--- src/rtl/note_sprite_renderer_if.sv ---
// Sprite renderer bus: note table write port, pixel stream in,
// sprite ROM address/data, and the rendered pixel stream out.
// master drives table writes, pixels and ROM data; slave is the renderer.
interface note_sprite_renderer_if #(
    parameter int MAX_NOTES = 8
);
    localparam int IW = (MAX_NOTES > 1) ? $clog2(MAX_NOTES) : 1;

    logic          note_we;
    logic [IW-1:0] note_idx;
    logic [9:0]    note_x;
    logic [9:0]    note_y;
    logic          note_en;
    logic          clear_all;
    logic          frame_start;
    logic [9:0]    hcount;
    logic [9:0]    vcount;
    logic          pix_valid_in;
    logic [9:0]    rom_addr;
    logic          rom_pixel;
    logic          pix_out;
    logic          pix_valid_out;
    logic [IW-1:0] hit_idx;

    modport master (
        output note_we, note_idx, note_x, note_y, note_en,
        output clear_all, frame_start,
        output hcount, vcount, pix_valid_in, rom_pixel,
        input  rom_addr, pix_out, pix_valid_out, hit_idx
    );

    modport slave (
        input  note_we, note_idx, note_x, note_y, note_en,
        input  clear_all, frame_start,
        input  hcount, vcount, pix_valid_in, rom_pixel,
        output rom_addr, pix_out, pix_valid_out, hit_idx
    );
endinterface

--- src/rtl/note_sprite_renderer.sv ---
// Note sprite renderer: hit-tests each pixel against a note table, drives
// the 20x30 sprite ROM address (S1) and realigns ROM data into pix_out (S2).
// Ports: clk, reset (sync, active-high), bus (note_sprite_renderer_if.slave).
// Optional macro NOTE_SHADOW_EN: double-buffered table committed on frame_start.
module note_sprite_renderer #(
    parameter int MAX_NOTES = 8,
    parameter int SPRITE_W  = 20,
    parameter int SPRITE_H  = 30
) (
    input  logic clk,
    input  logic reset,
    note_sprite_renderer_if.slave bus
);
    localparam int IW = (MAX_NOTES > 1) ? $clog2(MAX_NOTES) : 1;

    // Table written by note_we/clear_all.
    logic [MAX_NOTES-1:0] wr_en_q, wr_en_d;
    logic [9:0]           wr_x_q [MAX_NOTES];
    logic [9:0]           wr_x_d [MAX_NOTES];
    logic [9:0]           wr_y_q [MAX_NOTES];
    logic [9:0]           wr_y_d [MAX_NOTES];

    // Table seen by the hit test.
    logic [MAX_NOTES-1:0] act_en;
    logic [9:0]           act_x [MAX_NOTES];
    logic [9:0]           act_y [MAX_NOTES];

    logic [MAX_NOTES-1:0] slot_hit;
    logic                 hit_d;
    logic [IW-1:0]        idx_d;
    logic [9:0]           win_x, win_y;
    logic [9:0]           dx, dy;
    logic [9:0]           rom_addr_d, rom_addr_q;
    logic                 s1_hit_q;
    logic [IW-1:0]        s1_idx_q;
    logic                 s1_valid_q;
    logic                 pix_d, pix_q;
    logic [IW-1:0]        hit_idx_d, hit_idx_q;
    logic                 pv_d, pv_q;

    // clear_all takes precedence over a simultaneous write.
    always_comb begin
        wr_en_d = wr_en_q;
        wr_x_d  = wr_x_q;
        wr_y_d  = wr_y_q;
        if (bus.clear_all) begin
            wr_en_d = '0;
        end else if (bus.note_we) begin
            wr_en_d[bus.note_idx] = bus.note_en;
            wr_x_d[bus.note_idx]  = bus.note_x;
            wr_y_d[bus.note_idx]  = bus.note_y;
        end
    end

`ifdef NOTE_SHADOW_EN
    logic [MAX_NOTES-1:0] act_en_q, act_en_d;
    logic [9:0]           act_x_q [MAX_NOTES];
    logic [9:0]           act_x_d [MAX_NOTES];
    logic [9:0]           act_y_q [MAX_NOTES];
    logic [9:0]           act_y_d [MAX_NOTES];

    // Commit takes the shadow as it stood before this cycle's write.
    always_comb begin
        act_en_d = act_en_q;
        act_x_d  = act_x_q;
        act_y_d  = act_y_q;
        if (bus.frame_start) begin
            act_en_d = wr_en_q;
            act_x_d  = wr_x_q;
            act_y_d  = wr_y_q;
        end
    end

    always_ff @(posedge clk) begin
        if (reset) begin
            act_en_q <= '0;
            act_x_q  <= '{default: '0};
            act_y_q  <= '{default: '0};
        end else begin
            act_en_q <= act_en_d;
            act_x_q  <= act_x_d;
            act_y_q  <= act_y_d;
        end
    end

    assign act_en = act_en_q;
    assign act_x  = act_x_q;
    assign act_y  = act_y_q;
`else
    logic unused_frame_start;
    assign unused_frame_start = bus.frame_start;

    assign act_en = wr_en_q;
    assign act_x  = wr_x_q;
    assign act_y  = wr_y_q;
`endif

    // 11-bit bounds so boxes near column/row 1023 clip instead of wrapping.
    always_comb begin
        slot_hit = '0;
        for (int i = 0; i < MAX_NOTES; i++) begin
            slot_hit[i] = act_en[i] & bus.pix_valid_in
                & ({1'b0, bus.hcount} >= {1'b0, act_x[i]})
                & ({1'b0, bus.hcount} < ({1'b0, act_x[i]} + 11'(SPRITE_W)))
                & ({1'b0, bus.vcount} >= {1'b0, act_y[i]})
                & ({1'b0, bus.vcount} < ({1'b0, act_y[i]} + 11'(SPRITE_H)));
        end
    end

    // Scan downward so the lowest hitting index is written last and wins.
    always_comb begin
        hit_d = 1'b0;
        idx_d = '0;
        win_x = '0;
        win_y = '0;
        for (int i = MAX_NOTES - 1; i >= 0; i--) begin
            if (slot_hit[i]) begin
                hit_d = 1'b1;
                idx_d = IW'(i);
                win_x = act_x[i];
                win_y = act_y[i];
            end
        end
    end

    // dy*20 as (dy<<4)+(dy<<2); range 0..599 for a hit, 0 on a miss.
    always_comb begin
        dx = bus.hcount - win_x;
        dy = bus.vcount - win_y;
        rom_addr_d = '0;
        if (hit_d) begin
            rom_addr_d = (dy << 4) + (dy << 2) + dx;
        end
    end

    // rom_pixel arrives one cycle after rom_addr, aligned with s1_hit_q.
    always_comb begin
        pix_d     = s1_hit_q & bus.rom_pixel;
        hit_idx_d = s1_idx_q;
        pv_d      = s1_valid_q;
    end

    always_ff @(posedge clk) begin
        if (reset) begin
            wr_en_q    <= '0;
            wr_x_q     <= '{default: '0};
            wr_y_q     <= '{default: '0};
            rom_addr_q <= '0;
            s1_hit_q   <= 1'b0;
            s1_idx_q   <= '0;
            s1_valid_q <= 1'b0;
            pix_q      <= 1'b0;
            hit_idx_q  <= '0;
            pv_q       <= 1'b0;
        end else begin
            wr_en_q    <= wr_en_d;
            wr_x_q     <= wr_x_d;
            wr_y_q     <= wr_y_d;
            rom_addr_q <= rom_addr_d;
            s1_hit_q   <= hit_d;
            s1_idx_q   <= idx_d;
            s1_valid_q <= bus.pix_valid_in;
            pix_q      <= pix_d;
            hit_idx_q  <= hit_idx_d;
            pv_q       <= pv_d;
        end
    end

    assign bus.rom_addr      = rom_addr_q;
    assign bus.pix_out       = pix_q;
    assign bus.hit_idx       = hit_idx_q;
    assign bus.pix_valid_out = pv_q;
endmodule

--- src/flat_wrapper.sv ---
// flat-port wrapper written by rule: the top's interface ports become plain ports
module note_sprite_renderer_flat 
#(
    parameter int MAX_NOTES = 8,
    parameter int SPRITE_W  = 20,
    parameter int SPRITE_H  = 30
)
  (clk, reset, bus_note_we, bus_note_idx, bus_note_x, bus_note_y, bus_note_en, bus_clear_all, bus_frame_start, bus_hcount, bus_vcount, bus_pix_valid_in, bus_rom_pixel, bus_rom_addr, bus_pix_out, bus_pix_valid_out, bus_hit_idx);
  note_sprite_renderer_if #(.MAX_NOTES(MAX_NOTES)) bus_i ();
  input  logic clk;
  input  logic reset;
  input wire logic [$bits(bus_i.note_we)-1:0] bus_note_we;
  input wire logic [$bits(bus_i.note_idx)-1:0] bus_note_idx;
  input wire logic [$bits(bus_i.note_x)-1:0] bus_note_x;
  input wire logic [$bits(bus_i.note_y)-1:0] bus_note_y;
  input wire logic [$bits(bus_i.note_en)-1:0] bus_note_en;
  input wire logic [$bits(bus_i.clear_all)-1:0] bus_clear_all;
  input wire logic [$bits(bus_i.frame_start)-1:0] bus_frame_start;
  input wire logic [$bits(bus_i.hcount)-1:0] bus_hcount;
  input wire logic [$bits(bus_i.vcount)-1:0] bus_vcount;
  input wire logic [$bits(bus_i.pix_valid_in)-1:0] bus_pix_valid_in;
  input wire logic [$bits(bus_i.rom_pixel)-1:0] bus_rom_pixel;
  output wire logic [$bits(bus_i.rom_addr)-1:0] bus_rom_addr;
  output wire logic [$bits(bus_i.pix_out)-1:0] bus_pix_out;
  output wire logic [$bits(bus_i.pix_valid_out)-1:0] bus_pix_valid_out;
  output wire logic [$bits(bus_i.hit_idx)-1:0] bus_hit_idx;
  assign bus_i.note_we = bus_note_we;
  assign bus_i.note_idx = bus_note_idx;
  assign bus_i.note_x = bus_note_x;
  assign bus_i.note_y = bus_note_y;
  assign bus_i.note_en = bus_note_en;
  assign bus_i.clear_all = bus_clear_all;
  assign bus_i.frame_start = bus_frame_start;
  assign bus_i.hcount = bus_hcount;
  assign bus_i.vcount = bus_vcount;
  assign bus_i.pix_valid_in = bus_pix_valid_in;
  assign bus_i.rom_pixel = bus_rom_pixel;
  assign bus_rom_addr = bus_i.rom_addr;
  assign bus_pix_out = bus_i.pix_out;
  assign bus_pix_valid_out = bus_i.pix_valid_out;
  assign bus_hit_idx = bus_i.hit_idx;
  note_sprite_renderer #(.MAX_NOTES(MAX_NOTES), .SPRITE_W(SPRITE_W), .SPRITE_H(SPRITE_H)) u_core (.clk(clk), .reset(reset), .bus(bus_i));
endmodule
--- config.mk ---
export PLATFORM = sky130hd
export DESIGN_NAME = note_sprite_renderer_flat
export DESIGN_NICKNAME = d
export VERILOG_FILES = /design/src/rtl/note_sprite_renderer_if.sv /design/src/rtl/note_sprite_renderer.sv /design/src/flat_wrapper.sv
export SDC_FILE = /design/constraint.sdc
export NUM_CORES = 1
export LEC_CHECK = 0
export ABC_AREA = 1
export BUFFER_PORTS_ARGS = -buffer_cell sky130_fd_sc_hd__buf_2
export CAP_MARGIN = 10
export CELL_PAD_IN_SITES_DETAIL_PLACEMENT = 1
export CELL_PAD_IN_SITES_GLOBAL_PLACEMENT = 1
export CORE_UTILIZATION = 51
export DETAILED_ROUTE_END_ITERATION = 10
export HOLD_SLACK_MARGIN = 0.08
export PLACE_DENSITY = 0.92
export SYNTH_ARGS = -nofsm -noshare
export SYNTH_HDL_FRONTEND = slang
export SYNTH_SLANG_ARGS = --single-unit
export TNS_END_PERCENT = 30
--- constraint.sdc ---
create_clock -name clk -period 9.4 [get_ports clk]
set_clock_uncertainty 0.05 [all_clocks]
set_input_delay 0.94 -clock clk [delete_from_list [all_inputs] [get_ports clk]]
set_output_delay 0.94 -clock clk [all_outputs]
set_load 0.01 [all_outputs]
# Word-level counts from Yosys, hierarchy flattened
# Index checks and enable logic that the tools add are counted.
[classes] addsub=20 order_cmp=36 mux=38 bitwise=44 n_reduce_logical=8
[op_table] op="adder 10 x 5 -> 11 bit (second input constant)" n=16
[op_table] op="less-than comparator 10 x 11 -> 1 bit" n=16
[op_table] op="bitwise mux 80 bit" n=2
[op_table] op="greater-or-equal comparator 10 bit" n=16
[op_table] op="two-way mux 10 bit" n=9
[op_table] op="two-way mux 8 bit" n=8
[op_table] op="AND 1 bit" n=41
[op_table] op="demux 10 bit (select 3 bit)" n=1
[op_table] op="adder 10 bit" n=2
[op_table] op="two-way mux 3 bit" n=4
[op_table] op="two-way mux 1 bit" n=10
[op_table] op="subtractor 10 bit" n=1
[op_table] op="bitwise mux 8 bit" n=1
[op_table] op="subtractor 8 bit" n=1
[op_table] op="OR reduction 2 bit" n=3
[op_table] op="OR reduction 5 bit" n=1
[op_table] op="greater-or-equal comparator 4 bit (second input constant)" n=1
[op_table] op="less-than comparator 3 x 4 -> 1 bit (second input constant)" n=1
[op_table] op="less-than comparator 4 x 1 -> 1 bit (second input constant)" n=1
[op_table] op="two-way mux 2 bit" n=2
[op_table] op="inverter 3 -> 4 bit" n=1
[op_table] op="demux 1 bit (select 3 bit)" n=1
[op_table] op="greater-or-equal comparator 3 x 1 -> 1 bit (second input constant)" n=1
[op_table] op="OR reduction 3 bit" n=1
[op_table] op="other kinds (3)" n=5
[word_totals] regBits=188 output_inout_bits=15 wordCells=172

# Logic depth before layout (Yosys ltp)
# Gate-level depths: netlist of run 1.
[logic_depth] word_depth=16 mapped_depth=49 mapped_depth_nobuf=49

# Worst setup path after synthesis of run 1
# OpenSTA, ideal clock, no wires.
[synth_path] path_type="input-to-reg" start="in bus_vcount[0]" end="reg u_core.rom_addr_q[9], in the netlist u_core.bus.rom_addr[9]" setup_time_ns=0.114 arrival_time_ns=6.072 setup_slack_ns=3.164 stages=34 n_path_buf=1 cell_sequence="inv_1 -> ha_1 -> nand2_1 -> or4_1 -> o2111ai_1 -> nand3_4 -> nand2_4 -> inv_1 -> clkbuf_8 -> a31oi_1 -> ha_1 -> inv_1 -> fa_1 -> inv_1 -> fa_1 -> inv_1 -> ha_1 -> inv_1 -> xor2_1 -> ha_1 -> a21oi_1 -> inv_1 -> a31oi_1 -> nor2_1 -> nor2_1 -> nor2_1 -> nor2_1 -> o21ai_0 -> a21oi_1 -> xor2_1 -> xor2_1 -> inv_1 -> nor2_1 -> nor2_2"
[synth_via] elab_chain_cells=14 word_cells_on_any_way=62
[synth_lines] item="start, declared" line="flat_wrapper.sv:20" source="input wire logic [$bits(bus_i.vcount)-1:0] bus_vcount;"
[synth_lines] item="greater-or-equal comparator 10 bit" line="note_sprite_renderer.sv:105" source="& ({1'b0, bus.vcount} >= {1'b0, act_y[i]})"
[synth_lines] item="AND 1 bit" line="note_sprite_renderer.sv:105"
[synth_lines] item="AND 1 bit" line="note_sprite_renderer.sv:106" source="& ({1'b0, bus.vcount} < ({1'b0, act_y[i]} + 11'(SPRITE_H)));"
[synth_lines] item="two-way mux 8 bit (8 in a row)" line="note_sprite_renderer.sv:117" source="if (slot_hit[i]) begin"
[synth_lines] item="subtractor 8 bit" line="note_sprite_renderer.sv:129" source="dy = bus.vcount - win_y;"
[synth_lines] item="adder 10 bit (2 in a row)" line="note_sprite_renderer.sv:132" source="rom_addr_d = (dy << 4) + (dy << 2) + dx;"
[synth_lines] item="end signal, assigned" line="note_sprite_renderer.sv:159" source="rom_addr_q <= rom_addr_d;"
[synth_lines] item="end, declared" line="note_sprite_renderer.sv:33" source="logic [9:0] rom_addr_d, rom_addr_q;"
# Parallel ways exist; a longest one is shown, timed or not.
# A chain may end at the register's enable or synchronous reset.

# Worst setup path after layout of run 1
[layout_path] start="reg u_core.wr_x_q (netlist bit u_core.act_x[32])" end="reg u_core.rom_addr_q[9], in the netlist u_core.bus.rom_addr[9]"
[layout_via] elab_chain_cells=13 word_cells_on_any_way=28
[layout_lines] item="start, declared" line="note_sprite_renderer.sv:18" source="logic [9:0] wr_x_q [MAX_NOTES];"
[layout_lines] item="start signal, assigned" line="note_sprite_renderer.sv:157" source="wr_x_q <= wr_x_d;"
[layout_lines] item="adder 10 x 5 -> 11 bit / greater-or-equal comparator 10 bit (equally long branches)" line="note_sprite_renderer.sv:104, note_sprite_renderer.sv:103"
[layout_lines] item="less-than comparator 10 x 11 -> 1 bit / AND 1 bit (equally long branches)" line="note_sprite_renderer.sv:104, note_sprite_renderer.sv:103"
[layout_lines] item="AND 1 bit" line="note_sprite_renderer.sv:104" source="& ({1'b0, bus.hcount} < ({1'b0, act_x[i]} + 11'(SPRITE_W)))"
[layout_lines] item="AND 1 bit" line="note_sprite_renderer.sv:105"
[layout_lines] item="AND 1 bit" line="note_sprite_renderer.sv:106"
[layout_lines] item="two-way mux 8 bit (5 in a row)" line="note_sprite_renderer.sv:117"
[layout_lines] item="subtractor 8 bit" line="note_sprite_renderer.sv:129"
[layout_lines] item="adder 10 bit (2 in a row)" line="note_sprite_renderer.sv:132"
# Parallel ways exist; a longest one is shown, timed or not.

==> results of run 1 <==
## final cells by class
class | count | area, µm²
Clock buffer | 19 | 443
Inverter | 301 | 1140
Sequential cell | 188 | 3760
Clock inverter | 13 | 95.1
Timing Repair Buffer | 69 | 378
Tap cell | 448 | 561
Antenna cell | 5 | 12.5
Fill cell | 4387 | 15000
Multi-Input combinational cell | 1848 | 12300
## stage by stage
step                      power (mW)  hold slack [ps]  setup WS [ps]  area [µm²]
after global routing            2.16              390            919       18700
after CTS                       2.06              380           1620       18600
after floorplan                 1.17              338           3160       17600
after detailed placement        1.35              371           1440       18100
final                           2.07              373           1530       18700
after global placement          1.30              345           1720       18100
## logic make-up after synthesis
group / count (synthesis)
AND/OR/NAND/NOR: 713
AO/OA/AOI/OAI: 672
buffers and inverters: 374
adder cells (fa/ha/maj): 345
flip-flops: 188
XOR/XNOR: 118
## placed cells by master, fill, tap and decap left out, types with 4 or more instances in the layout
| cell type | Yosys | routed |
|---|---|---|
| o21a_1 | 20 | 20 |
| inv_2 | 11 | 11 |
| o22ai_2 | 7 | 7 |
| fa_1 | 12 | 12 |
| nand4_1 | 20 | 20 |
| nor3_1 | 32 | 32 |
| inv_1 | 286 | 285 |
| o22ai_1 | 9 | 9 |
| ha_1 | 333 | 333 |
| nand3_1 | 79 | 79 |
| xnor2_1 | 11 | 11 |
| a211oi_1 | 5 | 5 |
| clkinv_2 | 2 | 7 |
| a21oi_1 | 294 | 294 |
| a31oi_1 | 5 | 5 |
| nand2_1 | 339 | 339 |
| o21ai_2 | 5 | 5 |
| dfxtp_1 | 188 | 188 |
| diode_2 | 0 | 5 |
| nor2_1 | 184 | 184 |
| o21ai_0 | 231 | 231 |
| and3_1 | 5 | 5 |
| nand3b_1 | 10 | 10 |
| nor4_1 | 4 | 4 |
| o21bai_1 | 16 | 16 |
| nor2_2 | 13 | 13 |
| a21o_1 | 8 | 8 |
| o41ai_1 | 4 | 4 |
| o211ai_1 | 30 | 30 |
| clkinv_4 | 1 | 5 |
| o21ai_1 | 26 | 26 |
| o2111ai_1 | 5 | 5 |
| xor2_1 | 107 | 107 |
| clkbuf_16 | 0 | 17 |
| buf_2 | 2 | 64 |
| nand3_2 | 9 | 9 |
## report_power, final
part	total [mW]	internal (mW)	switching [mW]
combinational	0.526	0.183	0.343
sequential	0.827	0.812	0.0147
clock	0.717	0.347	0.370
## per-layer routing
metal | wire (µm) | share of wire (%) | GRT usage [%] | up-vias
li1 | - | - | - | 8222
met4 | 4060 | 6.4 | 24.5 | 0
met1 | 25100 | 40 | 41.7 | 8706
met2 | 30200 | 48 | 62.4 | 724
met3 | 4150 | 6.5 | 6.29 | 283
met5 | 0 | 0 | 0 | -
## cells in the mapped netlist (6+ instances only)
cell	instances	share of area (%)
nand3_2	9	0.51
o21a_1	20	0.85
nand3b_1	10	0.43
nor2_2	13	0.46
o22ai_1	9	0.32
ha_1	333	24
o22ai_2	7	0.50
o211ai_1	30	1.3
buf_6	6	0.38
o21ai_1	26	0.74
nand4_1	20	0.71
dfxtp_1	188	21
xnor2_1	11	0.55
nand3_1	79	2.2
inv_2	11	0.23
o21bai_1	16	0.68
nand2_1	339	7.2
inv_1	286	6.1
nor3_1	32	0.91
nor2_1	184	3.9
o21ai_0	231	6.6
a21oi_1	294	8.4
fa_1	12	1.4
clkbuf_1	53	1.1
xor2_1	107	5.3
a21o_1	8	0.34
## state kept, by name, summed over array words and instances (netlist names)
name,cells
u_core.bus.hit_idx,3
u_core.act_x,80
u_core.s1_hit_q,1
u_core.act_en,8
u_core.bus.pix_out,1
u_core.hit_idx_d,3
u_core.pv_d,1
u_core.bus.pix_valid_out,1
u_core.bus.rom_addr,10
u_core.act_y,80
## worst max-delay path by stage
stage | start | endpoint | slack [ps] | cells after the start
floorplan | bus_vcount[0] | u_core.bus.rom_addr[9] | 3160 | 34
global placement | bus_vcount[1] | u_core.bus.rom_addr[9] | 1720 | 39
detailed placement | bus_vcount[1] | u_core.bus.rom_addr[9] | 1440 | 39
CTS | u_core.act_x[52] | u_core.bus.rom_addr[9] | 1620 | 39
global route | u_core.act_x[52] | u_core.bus.rom_addr[9] | 920 | 39
finish | u_core.act_x[32] | u_core.bus.rom_addr[9] | 1530 | 41
## tightest hold or removal path, cell delays in order (launching register included)
cell,delay [ps]
dfxtp_1,300
inv_1,40
nor2_1,40
==> results_dict.tcl, run 1 <==
set metrics [dict create \
    synth_top_family_by_area "adder cells" \
    worstSetupEndpointType "flip-flop" \
    crit_path_max_fanout 28 \
    cts_setup_buffers 0 \
    numCtsBuffers 17 \
    muxShareOfSynthArea_pct 0 \
    place.gp.congestion 0.957 \
    die-area_um2 35200 \
    r2r-start "u_core.act_x[32]" \
    ys.flop_type "dfxtp_1" \
    cts_max_path_buffers 2 \
    drv_cap 0 \
    wl_per_cell_um 22.0 \
    synth-edff-count 0 \
    min_to "u_core.bus.pix_valid_out" \
    clock-sinks 188 \
    vias 17935 \
    insertion_delay_ps 480 \
    tns_ps 0 \
    synth_warnings 0 \
    rsz0062_at_grt "false" \
    drive_above_1_share_pct 6.77 \
    finalCriticalPeriod_ps 7870 \
    relSlewSlack_pct 19.5 \
    hold_start "u_core.pv_d" \
    cts_hold_buffers 0 \
    fin_cells 2891 \
    ctsResizeCount 0 \
    ir_drop_v 0.000146 \
    status "finished, final reports clean" \
    worstSetupPathType "flip-flop to flip-flop" \
    min_path_type "flip-flop to flip-flop" \
    grt_first_pass_wirelength_um 102000 \
    grt_max_degree 83 \
    yosysSeqAreaShare_pct 21.4 \
    hold_viol 0 \
    ff2ff_setup_slack_ps 1530 \
    fin_util_pct 55.4 \
    die_h_um 188 \
    drv_slew 0 \
    cts_root_buf "clkbuf_16" \
    clk_pin_slew_ps 80 \
    vias_per_cell 6.20 \
    drt.antenna.violating_nets 0 \
    post_synth.cell_area_avg_um2 7.30 \
    p_per_area_nw_per_um2 111 \
    reg2regPathDepth 41 \
    portBuffers 64 \
    synth-simple-area-share_pct 17.8 \
    synthDistinctLibCells 56 \
    p_leak_nw 7.97 \
    arrival_ps 8200 \
    rr_endpoint "u_core.bus.rom_addr[9]" \
    async_reset_ff_share_pct 0 \
    core-area_um2 33700 \
    tightestPinTransition_ps 1210 \
    hpwl_um 45200 \
    ios 66 \
    htreeDepth 4 \
    setup_violations 0 \
    rows 67 \
    gr-total-overflow 0 \
    nets 2821 \
    initial_core_util_pct 52.2 \
    cpPeakStageDelay_ps 560 \
    synth_fa_ha_area_share_pct 25.1 \
    cp_top_family "adder cells" \
    post-route-drc-count 0 \
    dr.first_iter.drc_count 1231 \
    syn_nets 2806 \
    routed_wl_um 63500 \
    antenna_found_initial 2 \
    synth_cells 2410 \
    syn_to_final_growth_pct 6.16 \
    grtUsageTotal_pct 36.5 \
    cp_slowest_cell "fa_1" \
    min_delay_path_depth 2 \
    syn_area_um2 17600 \
    crit_path_start_kind "flip-flop" \
    die_w_um 188 \
    synth-xor-area-share_pct 5.88 \
    critPathRequiredTime_ps 9720 \
    synth.ff_latch_count 188 \
    dr.pass1.iters 7 \
    cts_tree "built" \
    min_period_over_period_pct 83.8 \
    max_freq_ghz 0.127 \
    critPathBufInv 8 \
    synth_compound_area_share_pct 21.1 \
    grt_pass1_vias 19258 \
    place_inst 2852 \
]
Power figures use the tool's default switching activity.
==> run 2: changes to the inputs <==
CORE_UTILIZATION = 43   (was 51)
PLACE_DENSITY = 0.84   (was 0.92)
clock period = 7.1 ns   (was 9.4 ns; I/O delays follow)
==> run 2 against run 1 <==
Against the previous run:
- sequential power grew 32%
- global-route usage is 6.4 points lower
- combinational power up 36%
- clock power increased by 44%
- critical endpoint unchanged
==> results_dict.tcl, run 2 (synthesis results as in run 1) <==
set metrics [dict create \
    core-area_um2 40000 \
    place.gp.congestion 0.918 \
    r2r-start "u_core.act_x[22]" \
    critPathRequiredTime_ps 7460 \
    p_sw_mw 0.961 \
    fin_util_pct 48.6 \
    crit_path_start_kind "flip-flop" \
    die-area_um2 41700 \
    post-route-drc-count 0 \
    clk_pin_slew_ps 80 \
    arrival_ps 7070 \
    vias 17591 \
    routed_wl_um 63000 \
    drv_cap 0 \
    htreeDepth 4 \
    min_to "u_core.bus.pix_valid_out" \
    setup_violations 0 \
    drt.antenna.violating_nets 0 \
    ios 66 \
    busiest_layer "met2" \
    grt_max_degree 85 \
    hpwl_um 47100 \
    cts_root_buf "clkbuf_16" \
    vias_per_cell 5.81 \
    met1_usage_pct 37.9 \
    met3_usage_pct 3.03 \
    critPathBufInv 7 \
    tightestPinTransition_ps 1220 \
    rows 73 \
    min_path_type "flip-flop to flip-flop" \
    grtUsageMet2_pct 52.5 \
    dr.pass1.iters 5 \
    cp_slowest_cell "fa_1" \
    clkPwrFrac_pct 36.2 \
    p_per_area_nw_per_um2 146 \
    clock-sinks 188 \
    dr.first_iter.drc_count 1070 \
    combinationalPowerShare_pct 25.2 \
    grt_pass1_vias 17946 \
    crit_path_max_fanout 14 \
    min_period_over_period_pct 94.5 \
    wl_per_cell_um 20.8 \
    p_seq_share_pct 38.5 \
    tns_ps 0 \
    hold_start "u_core.pv_d" \
    p_sw_share_pct 33.8 \
    hold_viol 0 \
    insertion_delay_ps 470 \
    gr-total-overflow 0 \
    min_delay_path_depth 2 \
    antenna_found_initial 2 \
    ir_drop_v 0.000152 \
    reg2regPathDepth 43 \
    numCtsBuffers 17 \
    drive_above_1_share_pct 10.9 \
    rr_endpoint "u_core.bus.rom_addr[9]" \
    holdWs_ps 359 \
    initial_core_util_pct 44.0 \
    grt_first_pass_wirelength_um 97400 \
    final_cell_mix "nand2_1, ha_1, a21oi_1" \
    max_freq_ghz 0.149 \
    grtUsageTotal_pct 30.1 \
    portBuffers 64 \
    die_w_um 204 \
    cp_top_family "adder cells" \
    cts_hold_buffers 0 \
    die_h_um 204 \
    p_leak_nw 8.34 \
    relSlewSlack_pct 18.3 \
    cpPeakStageDelay_ps 540 \
    cts_tree "built" \
    nets 2883 \
    cts_max_path_buffers 2 \
    worstSetupEndpointType "flip-flop" \
    status "finished, final reports clean" \
    p_int_mw 1.88 \
    worstSetupPathType "flip-flop to flip-flop" \
    finalCriticalPeriod_ps 6710 \
    final_common_cell "nand2_1" \
    drv_slew 0 \
    syn_to_final_growth_pct 10.5 \
    ff2ff_setup_slack_ps 390 \
]
-- run 2: worst max path at each step --
stage / start / end / depth (start not counted)
floorplan: u_core.act_x[22] / u_core.bus.rom_addr[9] / 43
global placement: bus_vcount[1] / u_core.bus.rom_addr[9] / 45
detailed placement: bus_vcount[1] / u_core.bus.rom_addr[9] / 45
CTS: u_core.act_x[22] / u_core.bus.rom_addr[9] / 41
global route: u_core.act_y[13] / u_core.bus.rom_addr[9] / 48
finish: u_core.act_x[22] / u_core.bus.rom_addr[9] / 43
-- run 2: area by class of cell --
class | count | area (µm²)
clock inverter | 13 | 140
timing repair buffer | 131 | 823
sequential | 188 | 3770
fill | 5162 | 20600
inverter | 301 | 1140
multi-input combinational | 1848 | 12400
tap | 525 | 657
antenna | 1 | 2.50
clock buffer | 19 | 453
-- run 2: power by group through the flow --
stage / clock (mW) / combinational, mW / sequential (mW)
2_1_floorplan: 0 / 0.441 / 1.11
3_3_place_gp: 0 / 0.640 / 1.12
3_5_place_dp: 0 / 0.690 / 1.12
4_1_cts: 1.04 / 0.701 / 1.09
5_1_grt: 1.08 / 0.811 / 1.10
6_report: 1.03 / 0.717 / 1.09
-- run 2: metrics by stage --
step	std cells	power [mW]	worst slack, ps	cell area [µm²]
after global placement	2984	1.76	189	18600
after floorplan	2410	1.55	1050	17600
final	3026	2.84	389	19400
after detailed placement	2984	1.81	-21.4	18600
after CTS	3016	2.83	22.0	19200
after global routing	3026	2.99	-54.0	19400
-- run 2: worst min-delay path, cell delays in order (launching register included) --
cell	delay [ps]
dfxtp_1	300
inv_1	40
nor2_1	30
-- run 2: timing repair --
| action | 4_1_cts | 5_1_grt |
|---|---|---|
| setup endpoints to repair | 0 | 1 |
| buffers inserted | 0 | 9 |
| gates resized for setup | 0 | 62 |
-- run 2: per-layer routing --
layer / wire length [µm] / part of all wire (%) / vias to the layer above
met2: 30600 / 49 / 500
li1: - / - / 8349
met1: 27100 / 43 / 8604
met3: 2930 / 4.6 / 138
met5: 0 / 0 / -
met4: 2260 / 3.6 / 0
